===== src/rtl/idecode_stage.sv =====
// -----------------------------------------------------------------------------
// idecode_stage
//   Decode stage of the mini RISC-V CPU. Holds the 32x32 integer register file,
//   decodes the fetched instruction into a control bundle and a sign-extended
//   immediate, and registers everything into the decode/execute pipeline
//   register (one cycle of latency).
//
// Ports
//   i_clk          system clock, all state updates on posedge
//   i_rst          asynchronous reset, active-low
//   i_inst         32-bit instruction from fetch
//   i_inst_valid   i_inst holds a real instruction
//   i_stall        hold pipeline register contents
//   i_flush        replace next pipeline contents with a bubble
//   i_wb_en        writeback enable
//   i_wb_addr      writeback destination register
//   i_wb_data      writeback data
//   o_out_valid    pipeline register holds a valid instruction
//   o_rs1_data     source operand 1 value
//   o_rs2_data     source operand 2 value
//   o_imm32        sign-extended immediate (byte offset for branches/jumps)
//   o_rd           destination register index (inst[11:7])
//   o_funct3       inst[14:12]
//   o_funct7b5     inst[30]
//   o_alu_op       00 add, 01 branch compare, 10 R-type, 11 I-ALU
//   o_alu_src .. o_reg_write   control bundle
//   o_illegal      unrecognised opcode
// -----------------------------------------------------------------------------
module idecode_stage #(
  parameter logic [31:0] SP_INIT = 32'h0000_7FFC,
  parameter logic [31:0] GP_INIT = 32'h0000_1800
) (
  input  logic        i_clk,
  input  logic        i_rst,
  input  logic [31:0] i_inst,
  input  logic        i_inst_valid,
  input  logic        i_stall,
  input  logic        i_flush,
  input  logic        i_wb_en,
  input  logic [4:0]  i_wb_addr,
  input  logic [31:0] i_wb_data,
  output logic        o_out_valid,
  output logic [31:0] o_rs1_data,
  output logic [31:0] o_rs2_data,
  output logic [31:0] o_imm32,
  output logic [4:0]  o_rd,
  output logic [2:0]  o_funct3,
  output logic        o_funct7b5,
  output logic [1:0]  o_alu_op,
  output logic        o_alu_src,
  output logic        o_branch,
  output logic        o_jal,
  output logic        o_jalr,
  output logic        o_lui,
  output logic        o_auipc,
  output logic        o_mem_read,
  output logic        o_mem_write,
  output logic        o_mem_to_reg,
  output logic        o_reg_write,
  output logic        o_illegal
);

  localparam logic [6:0] OP_R      = 7'b0110011;
  localparam logic [6:0] OP_IALU   = 7'b0010011;
  localparam logic [6:0] OP_LOAD   = 7'b0000011;
  localparam logic [6:0] OP_STORE  = 7'b0100011;
  localparam logic [6:0] OP_BRANCH = 7'b1100011;
  localparam logic [6:0] OP_JAL    = 7'b1101111;
  localparam logic [6:0] OP_JALR   = 7'b1100111;
  localparam logic [6:0] OP_LUI    = 7'b0110111;
  localparam logic [6:0] OP_AUIPC  = 7'b0010111;

  // Instruction fields
  logic [6:0] w_opcode;
  logic [4:0] w_rd;
  logic [4:0] w_rs1_idx;
  logic [4:0] w_rs2_idx;
  logic       w_wb_active;

  assign w_opcode    = i_inst[6:0];
  assign w_rd        = i_inst[11:7];
  assign w_rs1_idx   = i_inst[19:15];
  assign w_rs2_idx   = i_inst[24:20];
  assign w_wb_active = i_wb_en && (i_wb_addr != 5'd0);

  // ---------------------------------------------------------------------------
  // Register file. Entry 0 is never written and is masked on read as well.
  // Reset is asynchronous, so the array lives in flops rather than block RAM.
  // ---------------------------------------------------------------------------
  logic [31:0] r_regs [0:31];

  always_ff @(posedge i_clk or negedge i_rst) begin
    if (!i_rst) begin
      for (int i = 0; i < 32; i++) begin
        r_regs[i] <= '0;
      end
      r_regs[2] <= SP_INIT;
      r_regs[3] <= GP_INIT;
    end else if (w_wb_active) begin
      r_regs[i_wb_addr] <= i_wb_data;
    end
  end

  // Combinational reads with write-through bypass so a value being written
  // back this cycle is seen by the instruction decoded in the same cycle.
  logic [31:0] w_rs1_val;
  logic [31:0] w_rs2_val;

  always_comb begin
    w_rs1_val = r_regs[w_rs1_idx];
    if (w_rs1_idx == 5'd0) begin
      w_rs1_val = '0;
    end else if (w_wb_active && (i_wb_addr == w_rs1_idx)) begin
      w_rs1_val = i_wb_data;
    end
  end

  always_comb begin
    w_rs2_val = r_regs[w_rs2_idx];
    if (w_rs2_idx == 5'd0) begin
      w_rs2_val = '0;
    end else if (w_wb_active && (i_wb_addr == w_rs2_idx)) begin
      w_rs2_val = i_wb_data;
    end
  end

  // ---------------------------------------------------------------------------
  // Immediate formats, all sign-extended from inst[31]
  // ---------------------------------------------------------------------------
  logic [31:0] w_imm_i;
  logic [31:0] w_imm_s;
  logic [31:0] w_imm_b;
  logic [31:0] w_imm_u;
  logic [31:0] w_imm_j;

  assign w_imm_i = {{20{i_inst[31]}}, i_inst[31:20]};
  assign w_imm_s = {{20{i_inst[31]}}, i_inst[31:25], i_inst[11:7]};
  assign w_imm_b = {{19{i_inst[31]}}, i_inst[31], i_inst[7], i_inst[30:25], i_inst[11:8], 1'b0};
  assign w_imm_u = {i_inst[31:12], 12'b0};
  assign w_imm_j = {{11{i_inst[31]}}, i_inst[31], i_inst[19:12], i_inst[20], i_inst[30:21], 1'b0};

  // ---------------------------------------------------------------------------
  // Opcode decode
  // ---------------------------------------------------------------------------
  logic [31:0] w_imm;
  logic [1:0]  w_alu_op;
  logic        w_alu_src;
  logic        w_branch;
  logic        w_jal;
  logic        w_jalr;
  logic        w_lui;
  logic        w_auipc;
  logic        w_mem_read;
  logic        w_mem_write;
  logic        w_mem_to_reg;
  logic        w_reg_write;
  logic        w_illegal;

  always_comb begin
    w_imm        = '0;
    w_alu_op     = 2'b00;
    w_alu_src    = 1'b0;
    w_branch     = 1'b0;
    w_jal        = 1'b0;
    w_jalr       = 1'b0;
    w_lui        = 1'b0;
    w_auipc      = 1'b0;
    w_mem_read   = 1'b0;
    w_mem_write  = 1'b0;
    w_mem_to_reg = 1'b0;
    w_reg_write  = 1'b0;
    w_illegal    = 1'b0;
    case (w_opcode)
      OP_R: begin
        w_reg_write = 1'b1;
        w_alu_op    = 2'b10;
      end
      OP_IALU: begin
        w_imm       = w_imm_i;
        w_reg_write = 1'b1;
        w_alu_src   = 1'b1;
        w_alu_op    = 2'b11;
      end
      OP_LOAD: begin
        w_imm        = w_imm_i;
        w_reg_write  = 1'b1;
        w_alu_src    = 1'b1;
        w_mem_read   = 1'b1;
        w_mem_to_reg = 1'b1;
      end
      OP_STORE: begin
        w_imm       = w_imm_s;
        w_alu_src   = 1'b1;
        w_mem_write = 1'b1;
      end
      OP_BRANCH: begin
        w_imm    = w_imm_b;
        w_branch = 1'b1;
        w_alu_op = 2'b01;
      end
      OP_JAL: begin
        w_imm       = w_imm_j;
        w_jal       = 1'b1;
        w_reg_write = 1'b1;
      end
      OP_JALR: begin
        w_imm       = w_imm_i;
        w_jalr      = 1'b1;
        w_reg_write = 1'b1;
        w_alu_src   = 1'b1;
      end
      OP_LUI: begin
        w_imm       = w_imm_u;
        w_lui       = 1'b1;
        w_reg_write = 1'b1;
        w_alu_src   = 1'b1;
      end
      OP_AUIPC: begin
        w_imm       = w_imm_u;
        w_auipc     = 1'b1;
        w_reg_write = 1'b1;
        w_alu_src   = 1'b1;
      end
      default: begin
        w_illegal = 1'b1;
      end
    endcase
    // A write to x0 is architecturally a no-op; drop it here so later stages
    // never need to special-case rd == 0.
    if (w_rd == 5'd0) begin
      w_reg_write = 1'b0;
    end
  end

  // ---------------------------------------------------------------------------
  // Decode/execute pipeline register. Priority: flush > stall > load.
  // A flush clears validity and controls only; data fields are left as-is
  // since nothing downstream consumes them without out_valid.
  // ---------------------------------------------------------------------------
  logic        r_out_valid;
  logic [31:0] r_rs1_data;
  logic [31:0] r_rs2_data;
  logic [31:0] r_imm32;
  logic [4:0]  r_rd;
  logic [2:0]  r_funct3;
  logic        r_funct7b5;
  logic [1:0]  r_alu_op;
  logic        r_alu_src;
  logic        r_branch;
  logic        r_jal;
  logic        r_jalr;
  logic        r_lui;
  logic        r_auipc;
  logic        r_mem_read;
  logic        r_mem_write;
  logic        r_mem_to_reg;
  logic        r_reg_write;
  logic        r_illegal;

  // Controls are gated by inst_valid so a fetch bubble cannot issue side effects.
  logic w_v;
  assign w_v = i_inst_valid;

  always_ff @(posedge i_clk or negedge i_rst) begin
    if (!i_rst) begin
      r_out_valid  <= 1'b0;
      r_rs1_data   <= '0;
      r_rs2_data   <= '0;
      r_imm32      <= '0;
      r_rd         <= '0;
      r_funct3     <= '0;
      r_funct7b5   <= 1'b0;
      r_alu_op     <= 2'b00;
      r_alu_src    <= 1'b0;
      r_branch     <= 1'b0;
      r_jal        <= 1'b0;
      r_jalr       <= 1'b0;
      r_lui        <= 1'b0;
      r_auipc      <= 1'b0;
      r_mem_read   <= 1'b0;
      r_mem_write  <= 1'b0;
      r_mem_to_reg <= 1'b0;
      r_reg_write  <= 1'b0;
      r_illegal    <= 1'b0;
    end else if (i_flush) begin
      r_out_valid  <= 1'b0;
      r_alu_op     <= 2'b00;
      r_alu_src    <= 1'b0;
      r_branch     <= 1'b0;
      r_jal        <= 1'b0;
      r_jalr       <= 1'b0;
      r_lui        <= 1'b0;
      r_auipc      <= 1'b0;
      r_mem_read   <= 1'b0;
      r_mem_write  <= 1'b0;
      r_mem_to_reg <= 1'b0;
      r_reg_write  <= 1'b0;
      r_illegal    <= 1'b0;
    end else if (!i_stall) begin
      r_out_valid  <= w_v;
      r_rs1_data   <= w_rs1_val;
      r_rs2_data   <= w_rs2_val;
      r_imm32      <= w_imm;
      r_rd         <= w_rd;
      r_funct3     <= i_inst[14:12];
      r_funct7b5   <= i_inst[30];
      r_alu_op     <= w_v ? w_alu_op : 2'b00;
      r_alu_src    <= w_v & w_alu_src;
      r_branch     <= w_v & w_branch;
      r_jal        <= w_v & w_jal;
      r_jalr       <= w_v & w_jalr;
      r_lui        <= w_v & w_lui;
      r_auipc      <= w_v & w_auipc;
      r_mem_read   <= w_v & w_mem_read;
      r_mem_write  <= w_v & w_mem_write;
      r_mem_to_reg <= w_v & w_mem_to_reg;
      r_reg_write  <= w_v & w_reg_write;
      r_illegal    <= w_v & w_illegal;
    end
  end

  assign o_out_valid  = r_out_valid;
  assign o_rs1_data   = r_rs1_data;
  assign o_rs2_data   = r_rs2_data;
  assign o_imm32      = r_imm32;
  assign o_rd         = r_rd;
  assign o_funct3     = r_funct3;
  assign o_funct7b5   = r_funct7b5;
  assign o_alu_op     = r_alu_op;
  assign o_alu_src    = r_alu_src;
  assign o_branch     = r_branch;
  assign o_jal        = r_jal;
  assign o_jalr       = r_jalr;
  assign o_lui        = r_lui;
  assign o_auipc      = r_auipc;
  assign o_mem_read   = r_mem_read;
  assign o_mem_write  = r_mem_write;
  assign o_mem_to_reg = r_mem_to_reg;
  assign o_reg_write  = r_reg_write;
  assign o_illegal    = r_illegal;

endmodule


===== config.mk =====
export PLATFORM = sky130hd
export DESIGN_NAME = idecode_stage
export DESIGN_NICKNAME = d
export VERILOG_FILES = /design/src/rtl/idecode_stage.sv
export SDC_FILE = /design/constraint.sdc
export NUM_CORES = 2
export LEC_CHECK = 0
export CAP_MARGIN = 10
export CORE_ASPECT_RATIO = 1.5
export CORE_MARGIN = 10
export CORE_UTILIZATION = 65
export CTS_CLUSTER_SIZE = 10
export DETAILED_ROUTE_END_ITERATION = 6
export PLACE_DENSITY = 0.92
export SETUP_SLACK_MARGIN = 0.5
export SYNTH_ARGS = -nofsm -noshare
export SYNTH_HDL_FRONTEND = slang
export SYNTH_SLANG_ARGS = --single-unit

===== constraint.sdc =====
create_clock -name i_clk -period 4.5 [get_ports i_clk]
set_input_delay 0.45 -clock i_clk [delete_from_list [all_inputs] [get_ports i_clk]]
set_output_delay 0.45 -clock i_clk [all_outputs]
set_load 0.02 [all_outputs]

; ---- After elaboration in Yosys (flattened, before gate mapping)
; Cells that the tools add are included.
[totals]
word_cells = 146
ramBits = 0
memories = 0
latch_bits = 0
out_inout_bits = 119
mem_bits_ro = 0
regBits = 1142
[classes]
order_cmp = 4
multipliers = 0
bitwise_logic = 15
muxes = 51
n_shift = 0
add_sub_neg = 0
div_mod_pow = 0
eq_ne = 12
reduce_logical = 14
[op_table]
columns = cell, n
row1 = $bwmux 1024, 1
row2 = $bmux 32 s5, 2
row3 = $mux 32, 9
row4 = $demux 32 s5, 1
row5 = $pmux 32 s5, 1
row6 = $mux 1, 33
row7 = $eq 7x6->1 const B, 3
row8 = $eq 7x7->1 const B, 3
row9 = $ge 6x6->1 const B, 3
row10 = $not 5->6, 3
row11 = $logic_not 5->1, 3
row12 = $eq 7x5->1 const B, 2
row13 = $and 1x1->1, 10
row14 = $eq 5x5->1, 2
row15 = $reduce_or 9->1, 1
row16 = $eq 7x2->1 const B, 1
row17 = $reduce_or 7->1, 1
row18 = $lt 6x1->1 const B, 1
row19 = $mux 2, 3
row20 = $pmux 2 s3, 1
row21 = $reduce_or 6->1, 1
row22 = $reduce_bool 5->1, 1
row23 = $logic_and 1x1->1, 4
row24 = $reduce_or 3->1, 1
row25 = other kinds (4), 5

; ---- Logic depth before layout (Yosys ltp)
[depth]
depth_word = 7
depth_mapped = 11

; ---- Least setup slack after synthesis
; No wires, ideal clock.
[synth_timing]
path_kind = in2reg
from = input i_inst[15]
to = register r_rs1_data[17] (netlist: o_rs1_data[17])
n_path_buf = 4
required_time_ns = 4.376
cell_stages = 9
t_arrival_ns = 2.180
slack_ns = 2.196
path_cell_list = buf_2 > buf_6 > buf_6 > buf_2 > mux4_2 > a221oi_1 > nand4_1 > a21oi_1 > a21oi_1
[synth_via]
elab_chain_len = 6
elab_cells_between_ends = 9
classes_between = eq/ne: 1 / mux: 5 / bitwise: 1 / reduce/logical: 2
[synth_lines]
columns = item, line
row1 = start: declaration, 35  ; input logic [31:0] i_inst,
row2 = $not 5->6 (implied by the code), 110  ; w_rs1_val = r_regs[w_rs1_idx];
row3 = $bmux 32 s5, 110
row4 = $mux 32 (implied by the code) (2 in series), 110
row5 = $mux 32, 113  ; end else if (w_wb_active && (i_wb_addr == w_rs1_idx)) begin
row6 = $mux 32 (*), 111  ; if (w_rs1_idx == 5'd0) begin
row7 = end signal: assignment, 301  ; r_rs1_data <= w_rs1_val;
row8 = end: declaration, 241  ; logic [31:0] r_rs1_data;
; Mark *: on every way between the ends. The rest lies on a longest branch, timed or not. The select of a mux whose other input is x is not followed.
; A chain may end at the register's enable or synchronous reset.

; ---- Worst setup path after layout
[layout_timing]
from = input i_inst[22]
to = register r_rs2_data[22] (netlist: o_rs2_data[22])
[layout_via]
elab_chain_len = 6
elab_cells_between_ends = 9
classes_between = eq/ne: 1 / mux: 5 / bitwise: 1 / reduce/logical: 2
[layout_lines]
columns = item, line
row1 = $not 5->6 (implied by the code), 119  ; w_rs2_val = r_regs[w_rs2_idx];
row2 = $bmux 32 s5, 119
row3 = $mux 32 (implied by the code) (2 in series), 119
row4 = $mux 32, 122  ; end else if (w_wb_active && (i_wb_addr == w_rs2_idx)) begin
row5 = $mux 32 (*), 120  ; if (w_rs2_idx == 5'd0) begin
row6 = end signal: assignment, 302  ; r_rs2_data <= w_rs2_val;
row7 = end: declaration, 242  ; logic [31:0] r_rs2_data;
; Marked as above.

==> out/metrics.yaml <==
coreArea_um2: 90540
ioPinCount: 194
grt_max_degree: 182
fraction_of_power_spent_switching_nets_pct: 29.59
fin_util_pct: 73.09
start_util_pct: 65.56
synth.cell_area_um2: 59360
grt_pass1_wl_mm: 313.0
detail_route.iter0.violations: 7895
cts-htree-levels: 4
largest-register: "r_regs"
failed_checks: "design-rule violations"
portion_of_total_power_attributed_to_combinational_logic_pct: 20.7
min_period_ns: 3.284
post-synth-top-area-fraction_pct: 47.51
hp_start: "i_inst[14]"
synth_area_leaders: "sky130_fd_sc_hd__dfrtp_1 48%, sky130_fd_sc_hd__mux2_2 20%, sky130_fd_sc_hd__mux4_2 12%"
most_frequent_cells_after_synthesis: "1127 x sky130_fd_sc_hd__dfrtp_1, 1043 x sky130_fd_sc_hd__mux2_2, 328 x sky130_fd_sc_hd__mux4_2"
reg2reg_from: "r_regs[790]"
fraction_of_registers_with_async_set_or_reset_after_synthesis_pct: 100.0
tightest_slew_ns: 1.327
timing.hold.worst.class: "in -> reg"
clkLatencyLatePin_ns: 0.78
setup_viol: 0
synth-edff-count: 0
grt-ovfl-total: 0
design_area_um2: 66170
timing.critical_path.cells: "buf_4 > or2_2 > buf_4 > o22ai_1 > nor3_1 > a211o_1 > a311oi_1 > a221o_1"
place.gp.congestion: 0.9539
min_period_over_period_pct: 72.99
maxCapViolCount: 0
hold_viol_final: 0
critical_path.endpoint_type: "register"
mappedNetlistNets: 4392
yosysTopAreaCell: "sky130_fd_sc_hd__dfrtp_1"
synth-seq-cells: 1142
register_to_register_setup_slack_ns: 2.18
place_area_um2: 62340
cts.repair.resized: 0
timing.rr.end: "o_rs2_data[22]"
rsz_0062_raised_after_global_routing: "no"
grt_pass1_vias: 47690
p_switching_mw: 8.853
antenna_found_initial: 19
flop_pwr_share_pct: 46.3
power_share_of_the_clock_group_pct: 33.0
post_synth.cell_area_avg_um2: 13.75
static-leakage-power_nw: 28.93
rows: 135
status: "complete, but fails checks"
max_reg_flops: 1024
cp_max_fo: 36
timing.critical_path.slowest_cell_delay_ns: 0.84
postSynthCellCount: 4317
grt_use_total_pct: 40.74
cts_buffer_depth: 3
synth.yosys.seq_area_share_pct: 48.18
area_delta_synth_final_pct: 11.48
nets: 4424
post_synth_num_cell_types: 70
launching_element_of_the_worst_setup_path: "i_inst[22]"
slew_violations: 0
library_cell_with_the_highest_instance_count_after_synthesis: "sky130_fd_sc_hd__dfrtp_1"
fmax_mhz: 304.5
count_of_buffers_inserted_at_the_top_level_ports: 193
worst-endpoint-required_ns: 5.14
fin_setup_tns_ns: 0
postLayoutSetupSlackWorst_ns: 1.216
clkSlewWorstSetupHoldPaths_ns: 0.06
die_area_um2: 104100
routed_antenna_nets: 0
routed_via_density: 8.170
p_per_area_nw_per_um2: 452.0
arrival_ns: 3.93
final_cell_count_no_fill: 5592
die_span_y_um: 390.1
worstSetupEndpoint: "o_rs2_data[22]"
p_total_mw: 29.91
drt_pre_antenna_iters: 7
holdWs_ns: 0.2427
dr_total_vias: 45680
drc: 41
drive_above_1_share_pct: 40.27
synthFlopType: "sky130_fd_sc_hd__dfrtp_1"
dp_worst_setup_slack_ns: 1.030
wl_mm: 212.0
start_kind: "input pin"
floorplan.die.width_um: 266.7
register_to_register_path_depth: 6
worst_path_max_delay_cell: "sky130_fd_sc_hd__nor3_1"
vdd_ir_drop_max_v: 0.0005002
clock_tree.root_cell: "sky130_fd_sc_hd__clkbuf_16"
slew_headroom_pct: 11.25
critical_path.most_common_cell: "sky130_fd_sc_hd__buf_4"
place.detailed.instances: 5376
numClockSinks: 1142
fin_worst_skew_ns: 0.02385
yosysWarnings: 0
p_int_mw: 21.06
tritoncts_clock_tree: "built"
dpl_hpwl_mm: 121.9
number_of_buffers_inserted_during_clock_tree_synthesis: 133
routed_wire_length_per_instance_um: 37.91
critPathKind: "in -> reg"
layer usage:
layer	up-vias	share of wire, %	GRT usage, %
li1	16540	-	-
met1	22670	31	45.28
met2	4710	43	58.38
met3	1743	15	18.85
met4	20	11	35.47
met5	-	0.12	1.677
power by group through the flow:
stage / sequential [mW] / combinational [mW] / clock (mW)
final: 13.9 / 6.19 / 9.86
after global routing: 14.0 / 6.46 / 10.2
after CTS: 13.7 / 6.05 / 9.79
after detailed placement: 13.8 / 5.88 / 0
after global placement: 13.6 / 5.63 / 0
after floorplan: 13.4 / 4.13 / 0
how the worst min path moves through the flow:
stage	end	cells after the start
floorplan	o_alu_op[0]	0
global placement	r_regs[993]	0
detailed placement	r_regs[1009]	0
CTS	r_regs[325]	2
global route	o_funct3[0]	3
finish	o_funct3[2]	3
what timing repair did:
item | in CTS | in global routing
endpoints found under the hold margin | 42 | 0
hold buffers | 1 | 0
buffers inserted | 0 | 0
critical path: cells and delay by family:
| family | cells | cell delay [ns] |
|---|---|---|
| AOI/OAI and AO/OA | 4 | 0.77 |
| and+or+nand+nor | 2 | 1.52 |
| buffers and inverters | 2 | 1.11 |
cells in the final DEF (no fill, tap or decap), drive strengths merged, types with 5 or more instances in the layout:
cell type | synthesis | routed
clkinv | 1 | 5
a2111oi | 17 | 17
dfstp | 15 | 15
nor2b | 36 | 36
mux2 | 1043 | 1043
or2 | 8 | 8
nand3b | 6 | 6
o21a | 5 | 5
inv | 4 | 11
mux2i | 327 | 327
xnor2 | 6 | 6
a21oi | 47 | 47
a311oi | 15 | 15
o21ai | 84 | 84
nand4 | 20 | 20
clkbuf | 255 | 181
nand2b | 9 | 9
or4 | 17 | 17
nor2 | 63 | 63
o22ai | 183 | 183
mux4 | 328 | 328
or3 | 7 | 7
a211o | 20 | 20
nand3 | 20 | 20
clkdlybuf4s50 | 0 | 185
dfrtp | 1127 | 1127
a221oi | 22 | 22
a221o | 39 | 39
nor3 | 44 | 44
nor4 | 25 | 25
a22o | 36 | 36
nor3b | 8 | 8
o221ai | 6 | 6
a22oi | 22 | 22
and3 | 12 | 12
diode | 0 | 23
buf | 208 | 172
a211oi | 23 | 23
nand2 | 174 | 174
logic make-up (layout without fill, tap and decap cells):
family / after synthesis / count (layout) / synth area share (%)
muxes: 1698 / 1698 / 37.75
DFF: 1142 / 1142 / 48.18
and+or+nand+nor: 459 / 459 / 3.874
xor gates and xnor gates: 10 / 10 / 0.1475
buffers and inverters: 468 / 556 / 3.712
AOI/OAI and AO/OA: 540 / 540 / 6.345
other: 0 / 23 / 0
final cells by class:
class	instances	area (um2)
multi-input cells	2707	28770
flip-flops and latches	1142	28600
fillers	5015	24360
clock buffers	179	3607
repair buffers	360	3528
well taps	1164	1456
clock inverters	12	133.9
diodes	23	57.56
inverters	5	20.02
Power figures use the tool's default switching activity.
